[src/rtl/coin_acceptor.sv]
// coin_acceptor
//   Front end of the coffee vending path. Two raw, asynchronous, bouncy coin
//   slot sensors (5c and 10c) are synchronised, debounced and edge-detected,
//   then dispatched as clean one-cycle coin codes for the vending FSM.
//   Coins seen while disabled are rejected. Two slots active together raise
//   a jam, which holds until both channels have settled back to idle.
//
// Ports
//   clk             system clock, all flops on posedge
//   reset           asynchronous, active-low reset (0 = reset)
//   coin5_raw       raw 5c slot sensor, asynchronous, may bounce
//   coin10_raw      raw 10c slot sensor, asynchronous, may bounce
//   enable          1 = forward coins, 0 = reject them (sampled on detect)
//   coins           one-cycle code: 00 none, 01 10c, 10 5c (11 never driven)
//   reject          one-cycle pulse, a detected coin was returned
//   jam             level, both slots seen together; clears on recovery
//   accepted_count  saturating count of coins forwarded on coins
//
// Output contract: there is no back-pressure. A coin is offered for exactly
// one cycle on either coins (nonzero) or reject, never both, and the
// consumer must take it in that cycle.
module coin_acceptor #(
  parameter int DEBOUNCE_CYCLES = 4,
  parameter int CNT_W           = 8
) (
  input  logic             clk,
  input  logic             reset,
  input  logic             coin5_raw,
  input  logic             coin10_raw,
  input  logic             enable,
  output logic [1:0]       coins,
  output logic             reject,
  output logic             jam,
  output logic [CNT_W-1:0] accepted_count
);

  localparam int CW = $clog2(DEBOUNCE_CYCLES + 1);
  localparam logic [CW-1:0] CNT_LAST = CW'(DEBOUNCE_CYCLES - 1);
  localparam logic [CW-1:0] CNT_ONE  = CW'(1);

  typedef enum logic [1:0] {
    IDLE      = 2'd0,
    ARMING    = 2'd1,
    PRESENT   = 2'd2,
    RELEASING = 2'd3
  } chan_state_e;

  // Full per-channel state in one struct so a checker can bind to it.
  typedef struct packed {
    chan_state_e   state;
    logic [CW-1:0] cnt;
    logic          detect;  // registered, high for the cycle after ARMING->PRESENT
    logic          armed;   // a genuine low has been seen since reset
  } chan_t;

  // Index 0 is the 5c slot, index 1 the 10c slot.
  logic [1:0]       raw_meta_q;
  logic [1:0]       raw_sync_q;
  logic [1:0]       warm_q;
  chan_t            chan_q [2];
  chan_t            chan_d [2];

  logic [1:0]       coins_q, coins_d;
  logic             reject_q, reject_d;
  logic             jam_q, jam_d;
  logic [CNT_W-1:0] count_q, count_d;

  logic [1:0]       active;
  logic             both_idle;

  // Channel FSMs. A channel only arms after it has observed a real low on
  // its synchronised input once the sync pipeline has refilled after reset
  // (warm_q). That way a sensor still held high across a reset cannot be
  // counted as a fresh coin; it must go low and high again.
  always_comb begin
    for (int i = 0; i < 2; i++) begin
      chan_d[i]        = chan_q[i];
      chan_d[i].detect = 1'b0;
      chan_d[i].armed  = chan_q[i].armed | (warm_q[1] & ~raw_sync_q[i]);
      case (chan_q[i].state)
        IDLE: begin
          if (raw_sync_q[i] && chan_q[i].armed) begin
            chan_d[i].state = ARMING;
            chan_d[i].cnt   = CNT_ONE;
          end
        end
        ARMING: begin
          if (!raw_sync_q[i]) begin
            chan_d[i].state = IDLE;
            chan_d[i].cnt   = '0;
          end else if (chan_q[i].cnt >= CNT_LAST) begin
            chan_d[i].state  = PRESENT;
            chan_d[i].cnt    = '0;
            chan_d[i].detect = 1'b1;
          end else begin
            chan_d[i].cnt = chan_q[i].cnt + CNT_ONE;
          end
        end
        PRESENT: begin
          if (!raw_sync_q[i]) begin
            chan_d[i].state = RELEASING;
            chan_d[i].cnt   = CNT_ONE;
          end
        end
        RELEASING: begin
          if (raw_sync_q[i]) begin
            chan_d[i].state = PRESENT;
            chan_d[i].cnt   = '0;
          end else if (chan_q[i].cnt >= CNT_LAST) begin
            chan_d[i].state = IDLE;
            chan_d[i].cnt   = '0;
          end else begin
            chan_d[i].cnt = chan_q[i].cnt + CNT_ONE;
          end
        end
        default: begin
          chan_d[i].state = IDLE;
          chan_d[i].cnt   = '0;
        end
      endcase
    end
  end

  // Dispatch. A coin counts as overlapping when the other slot is also
  // detecting, or still holds a coin (PRESENT or RELEASING).
  always_comb begin
    coins_d   = 2'b00;
    reject_d  = 1'b0;
    jam_d     = jam_q;
    count_d   = count_q;
    active    = 2'b00;
    both_idle = (chan_q[0].state == IDLE) && (chan_q[1].state == IDLE);
    for (int i = 0; i < 2; i++) begin
      active[i] = (chan_q[i].state == PRESENT) || (chan_q[i].state == RELEASING);
    end

    if (jam_q) begin
      if (both_idle) begin
        jam_d = 1'b0;
      end
    end else if (chan_q[0].detect || chan_q[1].detect) begin
      if ((chan_q[0].detect && chan_q[1].detect) ||
          (chan_q[0].detect && active[1]) ||
          (chan_q[1].detect && active[0])) begin
        jam_d = 1'b1;
      end else if (!enable) begin
        reject_d = 1'b1;
      end else begin
        coins_d = chan_q[0].detect ? 2'b10 : 2'b01;
        if (count_q != {CNT_W{1'b1}}) begin
          count_d = count_q + CNT_W'(1);
        end
      end
    end
  end

  always_ff @(posedge clk or negedge reset) begin
    if (!reset) begin
      raw_meta_q <= '0;
      raw_sync_q <= '0;
      warm_q     <= '0;
      for (int i = 0; i < 2; i++) begin
        chan_q[i] <= '{state: IDLE, cnt: '0, detect: 1'b0, armed: 1'b0};
      end
      coins_q    <= 2'b00;
      reject_q   <= 1'b0;
      jam_q      <= 1'b0;
      count_q    <= '0;
    end else begin
      raw_meta_q <= {coin10_raw, coin5_raw};
      raw_sync_q <= raw_meta_q;
      warm_q     <= {warm_q[0], 1'b1};
      for (int i = 0; i < 2; i++) begin
        chan_q[i] <= chan_d[i];
      end
      coins_q    <= coins_d;
      reject_q   <= reject_d;
      jam_q      <= jam_d;
      count_q    <= count_d;
    end
  end

  assign coins          = coins_q;
  assign reject         = reject_q;
  assign jam            = jam_q;
  assign accepted_count = count_q;

endmodule

[config.mk]
export PLATFORM = sky130hd
export DESIGN_NAME = coin_acceptor
export DESIGN_NICKNAME = d
export VERILOG_FILES = /design/src/rtl/coin_acceptor.sv
export SDC_FILE = /design/constraint.sdc
export NUM_CORES = 1
export LEC_CHECK = 0
export ABC_CLOCK_PERIOD_IN_PS = 2200
export BUFFER_PORTS_ARGS = -buffer_cell sky130_fd_sc_hd__buf_2
export CORE_MARGIN = 5
export CORE_UTILIZATION = 30
export CTS_CLUSTER_DIAMETER = 60
export DETAILED_ROUTE_END_ITERATION = 10
export PLACE_DENSITY = 0.49
export SYNTH_ARGS = -nofsm -noshare
export SYNTH_HDL_FRONTEND = slang
export SYNTH_SLANG_ARGS = --single-unit
[constraint.sdc]
create_clock -name clk -period 2.2 [get_ports clk]
set_clock_uncertainty 0.15 [all_clocks]
set_input_delay 0 -clock clk [delete_from_list [all_inputs] [get_ports clk]]
set_output_delay 0 -clock clk [all_outputs]
set_load 0.1 [all_outputs]
# Word level (Yosys, flattened, before mapping)

Index checks and enable logic that the tools add are counted.

Add/sub/neg operators: 3
Multipliers: 0
Divide/modulo/power cells: 0
Order comparisons: 2
Eq/ne operators: 15
Shifts and indexed selects: 0
Mux-type cells: 35
Bitwise gates (word level): 8
Reduce and logical (&&, ||, !) cells: 18

Operators by type and width:

| cell                                                               | count |
|---|---|
| two-way mux 5 bit                                                  | 8 |
| case mux 5 bit (4 select lines)                                    | 2 |
| two-way mux 2 bit                                                  | 9 |
| two-way mux 1 bit                                                  | 14 |
| != test 3 bit (second input constant)                              | 4 |
| adder 8 x 1 -> 8 bit (second input constant)                       | 1 |
| == test 2 bit (second input constant)                              | 4 |
| != test 2 bit (second input constant)                              | 4 |
| != test 8 bit (second input constant)                              | 1 |
| AND reduction 4 bit                                                | 2 |
| adder 3 x 1 -> 3 bit (second input constant)                       | 2 |
| greater-or-equal comparator 3 x 2 -> 1 bit (second input constant) | 2 |
| logical AND 1 bit                                                  | 6 |
| two-way mux 3 bit                                                  | 2 |
| logical OR 1 bit                                                   | 5 |
| AND reduction 5 bit                                                | 1 |
| == test 2 x 1 -> 1 bit (second input constant)                     | 2 |
| zero test 2 bit                                                    | 2 |
| NOT 1 bit                                                          | 4 |
| AND reduction 2 bit                                                | 2 |
| bitwise AND 1 bit                                                  | 2 |
| bitwise OR 1 bit                                                   | 2 |

Register bits: 32
Latch bits: 0
Bits in writable memories: 0
Memory bits (read-only): 0
Bits of input ports: 5
Output and inout bits: 12
Memories kept: 0

# Depth between registers and ports, before layout

Gate-level depths: netlist of run 1.

Word-level depth: 8
Depth in mapped cells: 6
Gate-level depth less buffers: 6

# Least setup slack after synthesis of run 1

Ideal clock, no wire load.

Path kind: register to register
From: register count_q[0], in the netlist accepted_count[0]
To: register count_q[1], in the netlist accepted_count[1]
Data arrival time: 1.957 ns
Data required time: 1.924 ns
Path slack: -0.033 ns
Stages on the path, launching flop included: 6
Buffers on the path: 0
Period minus slack after synthesis: 2.233 ns
Cell sequence: dfrtp_1 ha_1 nand3_1 nor2_1 nor2_1 mux2_2

Longest elaborated chain between the ends: 2
Elaborated cells on any way between the ends: 3
Those cells by class: add/sub: 1; eq/ne: 1; reduce/logical: 1

Ends and longest elaborated chain:

| element                                                                      | line | RTL |
|---|---|---|
| start: declaration                                                           | 66   | `logic [CNT_W-1:0] count_q, count_d;` |
| start signal: assignment                                                     | 179  | `count_q <= count_d;` |
| parallel branches: the longest is 2 deep, another holds adder 8 x 1 -> 8 bit | -    |  |

Several ways; the timed one is not identified.
A chain may end at the register's enable or synchronous reset.

# Worst setup path after layout of run 1

From: register chan_q[9] (netlist name)
To: register chan_q[11] (netlist name)

Longest elaborated chain between the ends: 4
Elaborated cells on any way between the ends: 6
Those cells by class: add/sub: 1; order compare: 1; mux: 4

Ends and longest elaborated chain:

| element                                                                            | line    | RTL |
|---|---|---|
| start: declaration                                                                 | 60      | `chan_t chan_q [2];` |
| start signal: indexed assignment                                                   | 163     | `chan_q[i] <= '{state: IDLE, cnt: '0, detect: 1'b0, armed: 1'b0};` |
| start signal: indexed assignment                                                   | 174     | `chan_q[i] <= chan_d[i];` |
| adder 3 x 1 -> 3 bit or greater-or-equal comparator 3 x 2 -> 1 bit (tied branches) | -       |  |
| two-way mux 3 bit *                                                                | 91, 109 |  |
| two-way mux 5 bit (on tied branches)                                               | 106, 88 |  |
| case mux 5 bit (4 select lines) *                                                  | 80      | `case (chan_q[i].state)` |

Mark *: on every way between the ends. The rest lies on a longest branch, timed or not.

==> impl_metrics.ini, run 1 <==
[status]
outcome = complete, no violations

[route]
met2WireLength_um = 1090
via_count = 991
drtPass1Iterations = 4
routed-wl-met3_um = 140
routed_wirelength_um = 2480
top_signal_layer_used = met4
avgRoutedWirePerCell_um = 12.0
route.detailed.drc = 0
met1_length_um = 1210
drt_first_iter_violations = 38
vias_per_cell = 4.81
ant_nets = 0

[yosys]
synth_compound_gate_area_share = 0.136
netlist_top_cells_area = dfrtp_1, ha_1, o21ai_0
synthFlopType = dfrtp_1
synth_largest_area_cell = dfrtp_1
yosys.area_share.simple = 0.167
synth.cell_area_um2 = 1400
synth_xor_xnor_area_share = 0.0251
ys_seq_area_frac = 0.573
synth-edff-count = 0
ys_seq_elements = 32
post-synth-top-area-fraction = 0.573
yosys.cell_count.top_type = dfrtp_1
ys_top_cells_by_count = dfrtp_1, nand2_1, nor2_1
ys_async_sr_fraction = 1.00
synth_cells = 127
synth.area.mux_share = 0.0242
yosys_warnings = 0
synthDistinctLibCells = 33
mappedNetlistNets = 137
yosys.area_share.adder = 0.0448
syn_area_per_cell_um2 = 11.0
synth_top_family_by_area = simple AND/OR/NAND/NOR gates

[timing]
tightestPinTransition_ns = 0.713
maxSlewViolCount = 0
tns_ns = 0
min_period_ns = 1.77
max_freq_mhz = 566
setup_viol = 0
grt_setup_unrepaired = false
relSlewSlack = 0.524
final_hold_violations = 0
post-route-period-util = 0.803

[setup_path]
crit_type = flip-flop to flip-flop
delay_contributed_by_the_slowest_stage_of_the_critical_path_ns = 0.41
critical_path.most_common_cell = ha_1
timing.critical_path.slowest_stage_cell = dfrtp_1
crit_start = chan_q[9]$_DFFE_PN0P_
critical_path_rt_ns = 2.26
cell_class_contributing_the_biggest_share_of_worst_path_delay = compound AO/OA/AOI/OAI gates
worstPathCellList = ha_1, ha_1, a211o_1, o21ba_2, nand2_1, o21ai_0
data_arrival_time_of_the_worst_path_ns = 1.82
crit_fanout = 4
worstPathBufferInverterCount = 0
critical_path.startpoint_type = flip-flop
endpoint_kind = flip-flop
r2r-start = chan_q[9]$_DFFE_PN0P_

[global_route]
grt_pass1_vias = 975
grt_pass1_wl_um = 4300
grt_start_max_net_pins = 33
number_of_antenna_violations_at_the_first_check_in_global_routing = 0
grt_use_total = 0.0895
gr-total-overflow = 0

[hold_path]
hold_removal_path_class = input port to async pin

[clock_network]
cts.reportedPaths.clkPinSlew_ns = 0.06
cts_max_level = 2
post_cts_resized = 0
post_cts_buffers = 0
cts.root.buffer_cell = clkbuf_8
clock_latency_ns = 0.28
clock_sinks = 32
cts_inserted_buffers = 5
clock_path_buffers = 2
ctsHoldBuffers = 4
cts_tree = done

[placed_design]
portBuffers = 16
place.gp.congestion = 0.805
placedInstanceArea_um2 = 1540
place.detailed.hpwl_um = 1740

[layout]
fill_cells = 451
area_of_all_sequential_standard_cells_um2 = 803
ratio_of_cells_with_drive_above_1_in_the_final_layout = 0.214
post-route-cell-area_um2 = 1670
insertedDiodeCount = 0
multiInputGateArea_um2 = 559
area_growth_syn_to_fin_pct = 19.6
layout.core_utilization = 0.376
num-nets-final = 163

[die]
initial_utilization = 0.314
design.die.area_um2 = 6120
number_of_top_level_pins = 17
die_width_um = 78.3
fp.coreArea_um2 = 4440
floorplan.die.height_um = 78.3
floorplan.rows = 24

[power]
total_power_mw = 1.92
leakagePower_nw = 0.776
irDropWorstVdd_mv = 0.941
power_density_nw_per_um2 = 1150

[run]
maxCapViolations = 0
## area by class of cell
| type | instances | share of cell area |
|---|---|---|
| Inverter | 9 | 0.0202 |
| Timing Repair Buffer | 20 | 0.0719 |
| Tap cell | 52 | 0.0389 |
| Clock buffer | 8 | 0.0539 |
| Multi-Input combinational cell | 85 | 0.335 |
| Sequential cell | 32 | 0.481 |
## where the power goes
group          internal [mW]  switching, mW  total, mW
registers              0.706          0.150      0.856
clock network          0.255          0.206      0.461
logic                  0.197          0.402      0.599
## placed cells by master (no fill, tap or decap), types with 3 or more instances in the layout
master	count
o21ai_0	9
clkbuf_8	6
xor2_1	3
a211oi_1	4
nor2_1	11
nand3_1	3
buf_2	16
nor3_1	4
nor2b_1	3
inv_1	9
dfrtp_1	30
nand2_1	11
mux2_2	3
nand2b_1	4
a21oi_1	4
dlygate4sd3_1	4
ha_1	5
## metal layers
layer,global-route usage,vias to the layer above
li1,-,494
met1,0.112,466
met2,0.133,25
met3,0.0389,6
met4,0.0420,0
met5,0,-
## metrics by stage
stage	instances	hold WS [ns]	setup WS [ns]
after CTS	206	0.198	0.439
after floorplan	127	-0.446	0.0702
final	206	0.157	0.433
after global routing	206	0.203	0.365
after detailed placement	194	-0.0398	0.455
after global placement	194	-0.0480	0.490
## final timing paths
path / to / depth (start not counted) / slack (ns)
min in group clk: raw_sync_q[0]$_DFF_PN0_ / 0 / 0.19
max in group asynchronous: accepted_count[1]$_DFFE_PN0P_ / 2 / 1.24
max reg2reg: chan_q[11]$_DFFE_PN0P_ / 6 / 0.43
max: chan_q[11]$_DFFE_PN0P_ / 6 / 0.43
min reg2reg: raw_sync_q[0]$_DFF_PN0_ / 0 / 0.19
min: chan_q[11]$_DFFE_PN0P_ / 2 / 0.16
## flip-flops by register name, summed over array words and instances (netlist names), named ones only
register,flops
raw_sync_q,2
accepted_count,8
warm_q,2
chan_q,12
reject,1
raw_meta_q,2
coins,2
jam,1
## cell families after synthesis
| group | count (synthesis) |
|---|---|
| simple gates | 44 |
| compound gates | 28 |
| buf+inv | 10 |
| mux | 3 |
| other cells | 1 |
| xor+xnor | 4 |
| fa+ha+maj | 5 |
| flops | 32 |
## worst register-to-register path, delay by kind of cell (launching register included)
family	cells	cell delay (ns)
compound gates	3	0.68
simple gates	1	0.05
fa+ha+maj	2	0.39
flops	1	0.41
No activity file was read; power rests on OpenSTA's default activity.
==> run 2, diff against run 1 <==
--- a/config.mk
+++ b/config.mk
@@ -5,7 +5,7 @@
 export SDC_FILE = /design/constraint.sdc
 export NUM_CORES = 1
 export LEC_CHECK = 0
-export ABC_CLOCK_PERIOD_IN_PS = 2200
+export ABC_CLOCK_PERIOD_IN_PS = 1800
 export BUFFER_PORTS_ARGS = -buffer_cell sky130_fd_sc_hd__buf_2
 export CORE_MARGIN = 5
 export CORE_UTILIZATION = 30
==> constraint.sdc (replaced) <==
create_clock -name clk -period 1.8 [get_ports clk]
set_clock_uncertainty 0.15 [all_clocks]
set_input_delay 0 -clock clk [delete_from_list [all_inputs] [get_ports clk]]
set_output_delay 0 -clock clk [all_outputs]
set_load 0.1 [all_outputs]
==> impl_metrics.ini, run 2 (same netlist as run 1, synthesis figures left out) <==
[status]
outcome = complete, no violations

[clock_network]
cts.root.buffer_cell = clkbuf_8
cts.reportedPaths.clkPinSlew_ns = 0.06
cts_max_level = 2
cts_inserted_buffers = 5
clock_latency_ns = 0.27
clock_sinks = 32
clock_path_buffers = 2
cts_tree = done

[layout]
commonest_non_fill_non_tap_cells_in_the_layout = dfrtp_1, buf_2, nand2_1
largest-register = chan_q
area_of_all_sequential_standard_cells_um2 = 820
fill_cells = 454
num-nets-final = 166
most_common_library_cell_in_the_layout_ignoring_fill_and_taps = dfrtp_1
post-route-cell-area_um2 = 1730
largest_register_ff_count = 12
area_growth_syn_to_fin_pct = 23.6
insertedDiodeCount = 0
multiInputGateArea_um2 = 577
ratio_of_cells_with_drive_above_1_in_the_final_layout = 0.287

[power]
leakagePower_nw = 0.784
power_density_nw_per_um2 = 1380
irDropWorstVdd_mv = 1.41
total_power_mw = 2.39

[route]
drt_first_iter_violations = 38
ant_nets = 0
vias_per_cell = 4.61
routed_wirelength_um = 2430
avgRoutedWirePerCell_um = 11.6
drtPass1Iterations = 2
via_count = 963
route.detailed.drc = 0

[setup_path]
crit_fanout = 3
critical_path.startpoint_type = flip-flop
crit_type = flip-flop to flip-flop
critical_path_rt_ns = 1.85
data_arrival_time_of_the_worst_path_ns = 1.76
endpoint_kind = flip-flop

[die]
design.die.area_um2 = 6120
fp.coreArea_um2 = 4440
floorplan.die.height_um = 78.3
initial_utilization = 0.314
number_of_top_level_pins = 17
floorplan.rows = 24
die_width_um = 78.3

[placed_design]
placedInstanceArea_um2 = 1590
place.gp.congestion = 0.813
portBuffers = 16
place.detailed.hpwl_um = 1750

[global_route]
number_of_antenna_violations_at_the_first_check_in_global_routing = 0
grt_use_total = 0.0928
grt_pass1_wl_um = 4370
grt_start_max_net_pins = 33
gr-total-overflow = 0
grt_pass1_vias = 982

[timing]
setup_viol = 0
relSlewSlack = 0.525
final_hold_violations = 0
tightestPinTransition_ns = 0.713
max_freq_mhz = 582
post-route-period-util = 0.955
min_period_ns = 1.72
maxSlewViolCount = 0
grt_setup_unrepaired = false

[hold_path]
hold_removal_path_class = input port to async pin

[run]
maxCapViolations = 0
[run 2: layout make-up]
cell class / count / share of cell area
Timing Repair Buffer: 23 / 0.0825
Clock buffer: 8 / 0.0521
Tap cell: 52 / 0.0377
Inverter: 9 / 0.0196
Sequential cell: 32 / 0.474
Multi-Input combinational cell: 85 / 0.334
[run 2: power breakdown]
group	total, mW	switching, mW	internal (mW)
logic	0.815	0.529	0.286
clock network	0.546	0.235	0.311
registers	1.03	0.152	0.878
[run 2: metrics by stage]
step	util	instances	worst slack (ns)	hold slack, ns	setup TNS [ns]
floorplan	-	127	-0.0246	-0.446	-0.0246
global placement	0.357	196	0.105	-0.0535	0
global route	0.389	209	0.00940	0.209	0
detailed placement	0.357	196	0.0414	-0.0460	0
finish	0.389	209	0.0816	0.168	0
CTS	0.387	208	0.0432	0.193	0
[run 2: timing repair]
action                                 4_1_cts  5_1_grt
pin swaps                                    0        0
buffers inserted                             0        1
resized for setup                            1        1
endpoints found under the hold margin       37        0
cloned                                       0        0
hold buffers                                 4        0
setup endpoints to repair                    1        3
[run 2: per-layer routing]
metal	up-vias	global-route usage	wire [um]
li1	496	-	-
met1	443	0.110	1160
met2	19	0.145	1110
met3	5	0.0423	126
met4	0	0.0420	34
met5	-	0	0
[run 2: worst paths after layout]
kind | start | end | slack, ns | depth (start not counted)
worst min-delay path | reset | raw_meta_q[0]$_DFF_PN0_ | 0.17 | 2
worst max-delay path | chan_q[10]$_DFFE_PN0P_ | chan_q[11]$_DFFE_PN0P_ | 0.08 | 6
worst max register to register | chan_q[10]$_DFFE_PN0P_ | chan_q[11]$_DFFE_PN0P_ | 0.08 | 6
max in group asynchronous | reset | accepted_count[0]$_DFFE_PN0P_ | 0.80 | 2
min in group clk | raw_meta_q[1]$_DFF_PN0_ | raw_sync_q[1]$_DFF_PN0_ | 0.20 | 0
worst min register to register | raw_meta_q[1]$_DFF_PN0_ | raw_sync_q[1]$_DFF_PN0_ | 0.20 | 0
[run 2: worst max-delay path, stage by stage, from the launching register on]
cell	delay (ns)
dfrtp_1	0.39
ha_1	0.19
ha_1	0.17
a211o_1	0.28
o21ba_2	0.26
nand2_1	0.05
o21ai_1	0.14
==> run 3, diff against run 2 <==
--- a/config.mk
+++ b/config.mk
@@ -8,10 +8,10 @@
 export ABC_CLOCK_PERIOD_IN_PS = 1800
 export BUFFER_PORTS_ARGS = -buffer_cell sky130_fd_sc_hd__buf_2
 export CORE_MARGIN = 5
-export CORE_UTILIZATION = 30
+export CORE_UTILIZATION = 56
 export CTS_CLUSTER_DIAMETER = 60
 export DETAILED_ROUTE_END_ITERATION = 10
-export PLACE_DENSITY = 0.49
+export PLACE_DENSITY = 0.79
 export SYNTH_ARGS = -nofsm -noshare
 export SYNTH_HDL_FRONTEND = slang
 export SYNTH_SLANG_ARGS = --single-unit
==> constraint.sdc (replaced) <==
create_clock -name clk -period 1.8 [get_ports clk]
set_clock_uncertainty 0.15 [all_clocks]
set_input_delay 0.45 -clock clk [delete_from_list [all_inputs] [get_ports clk]]
set_output_delay 0.45 -clock clk [all_outputs]
set_load 0.1 [all_outputs]
==> impl_metrics.ini, run 3 (same netlist as run 1, synthesis figures left out) <==
[route]
routed-wl-met3_um = 133
top_signal_layer_used = met4
drtPass1Iterations = 4
ant_nets = 0
met1_length_um = 990
routed_wirelength_um = 2490
drt_first_iter_violations = 22
via_count = 1004
met2WireLength_um = 1300
route.detailed.drc = 0
avgRoutedWirePerCell_um = 13.3
vias_per_cell = 5.37

[power]
power_density_nw_per_um2 = 1360
irDropWorstVdd_mv = 1.22
leakagePower_nw = 0.776

[layout]
area_growth_syn_to_fin_pct = 20.1
num-nets-final = 166
most_common_library_cell_in_the_layout_ignoring_fill_and_taps = dfrtp_1
largest-register = chan_q
layout.core_utilization = 0.690
largest_register_ff_count = 12
insertedDiodeCount = 0
final_cells = 187
post-route-cell-area_um2 = 1680
commonest_non_fill_non_tap_cells_in_the_layout = dfrtp_1, nand2_1, nor2_1, clkbuf_4
fill_cells = 184
ratio_of_cells_with_drive_above_1_in_the_final_layout = 0.318

[status]
outcome = complete, no violations

[timing]
post-route-period-util = 0.976
grt_setup_unrepaired = false
min_period_ns = 1.76
maxSlewViolCount = 0
final_hold_violations = 0
max_freq_mhz = 569
setup_viol = 0

[placed_design]
dpl.cell_count = 176
place.detailed.hpwl_um = 1890
placedInstanceArea_um2 = 1580
place.gp.congestion = 0.872
portBuffers = 16

[global_route]
grt_pass1_vias = 1049
grt_use_total = 0.166
number_of_antenna_violations_at_the_first_check_in_global_routing = 0
grt_pass1_wl_um = 4300
grt_start_max_net_pins = 21
gr-total-overflow = 0

[setup_path]
crit_fanout = 4
cell_class_contributing_the_biggest_share_of_worst_path_delay = buffers and inverters
worstPathCellList = buf_2
critical_path.startpoint_type = flip-flop
critical_path_rt_ns = 1.20
endpoint_kind = output pin
crit_start = accepted_count[6]$_DFFE_PN0P_
data_arrival_time_of_the_worst_path_ns = 1.16
crit_type = flip-flop to output pin
delay_contributed_by_the_slowest_stage_of_the_critical_path_ns = 0.43
ff2ff_setup_slack_ns = 0.08
r2r-start = chan_q[10]$_DFFE_PN0P_
worstPathBufferInverterCount = 1
timing.critical_path.slowest_stage_cell = buf_2

[clock_network]
cts_inserted_buffers = 5
cts_tree = done
clock_path_buffers = 2
cts.reportedPaths.clkPinSlew_ns = 0.09
cts_max_level = 2
clock_sinks = 32
clock_latency_ns = 0.33
cts.root.buffer_cell = clkbuf_4

[die]
design.die.area_um2 = 3590
fp.coreArea_um2 = 2430
number_of_top_level_pins = 17
die_width_um = 60.0
floorplan.die.height_um = 60.0
initial_utilization = 0.575
floorplan.rows = 18

[hold_path]
min_from = coin10_raw
hold_removal_path_class = input port to flip-flop

[run]
maxCapViolations = 0
[run 3: changes by cell type in the layout (fill, tap and decap cells not counted)]
cell           previous run  this run
a211oi_1                  4         3
o21ai_2                   0         1
clkbuf_8                  6         0
clkbuf_4                  0        10
buf_4                     3         8
o21ai_1                   1         0
buf_2                    16         9
dlygate4sd3_1             4         1
a211oi_2                  0         1
clkinv_2                  0         1
[run 3: cell type report]
cell class                      instances  area (um2)  share of cell area
Clock buffer                            7        45.0              0.0268
Clock inverter                          1        5.00             0.00298
Inverter                                9        33.8              0.0201
Multi-Input combinational cell         85         586               0.349
Sequential cell                        32         820               0.488
Tap cell                               30        37.5              0.0224
Timing Repair Buffer                   23         153              0.0909
[run 3: stage by stage]
stage          hold WS, ns  power, mW  TNS, ns  setup WS (ns)
2_1_floorplan      0.00441       1.65  -0.0246        -0.0246
3_3_place_gp         0.182       1.80        0          0.131
3_5_place_dp         0.199       1.85        0         0.0253
4_1_cts             0.0631       2.27        0        0.00272
5_1_grt             0.0633       2.43        0        0.00268
6_report            0.0801       2.28        0         0.0427
[run 3: power breakdown]
part           switching (mW)  leakage (nW)  internal (mW)  total, mW
sequential              0.157         0.384          0.876       1.03
combinational           0.554         0.364          0.320      0.873
clock                   0.224        0.0293          0.152      0.376
total                   0.935         0.776           1.35       2.28
[run 3: repair_timing]
item	in CTS	in global routing
buffers inserted	1	1
hold buffers	1	0
setup endpoints to repair	3	10
gates resized for setup	2	9
hold endpoints to repair	18	0
[run 3: layer usage]
layer | GRT usage | vias up
met5 | 0 | -
met4 | 0.101 | 0
met3 | 0.0497 | 9
met2 | 0.295 | 23
met1 | 0.167 | 475
li1 | - | 497
[run 3: worst register-to-register path, cell delays in order, from the launching register on]
cell     delay, ns
dfrtp_1       0.40
ha_1          0.19
ha_1          0.18
a211o_1       0.28
o21ba_2       0.26
nand2_1       0.07
o21ai_2       0.12
[run 3: path summary, 6_finish.rpt]
| path | to | depth (start not counted) |
|---|---|---|
| max | accepted_count[6] | 1 |
| min | raw_meta_q[1]$_DFF_PN0_ | 1 |
| max reg2reg | chan_q[11]$_DFFE_PN0P_ | 6 |
| min reg2reg | raw_sync_q[0]$_DFF_PN0_ | 0 |
| max in group asynchronous | raw_sync_q[1]$_DFF_PN0_ | 3 |
| min in group asynchronous | accepted_count[0]$_DFFE_PN0P_ | 2 |
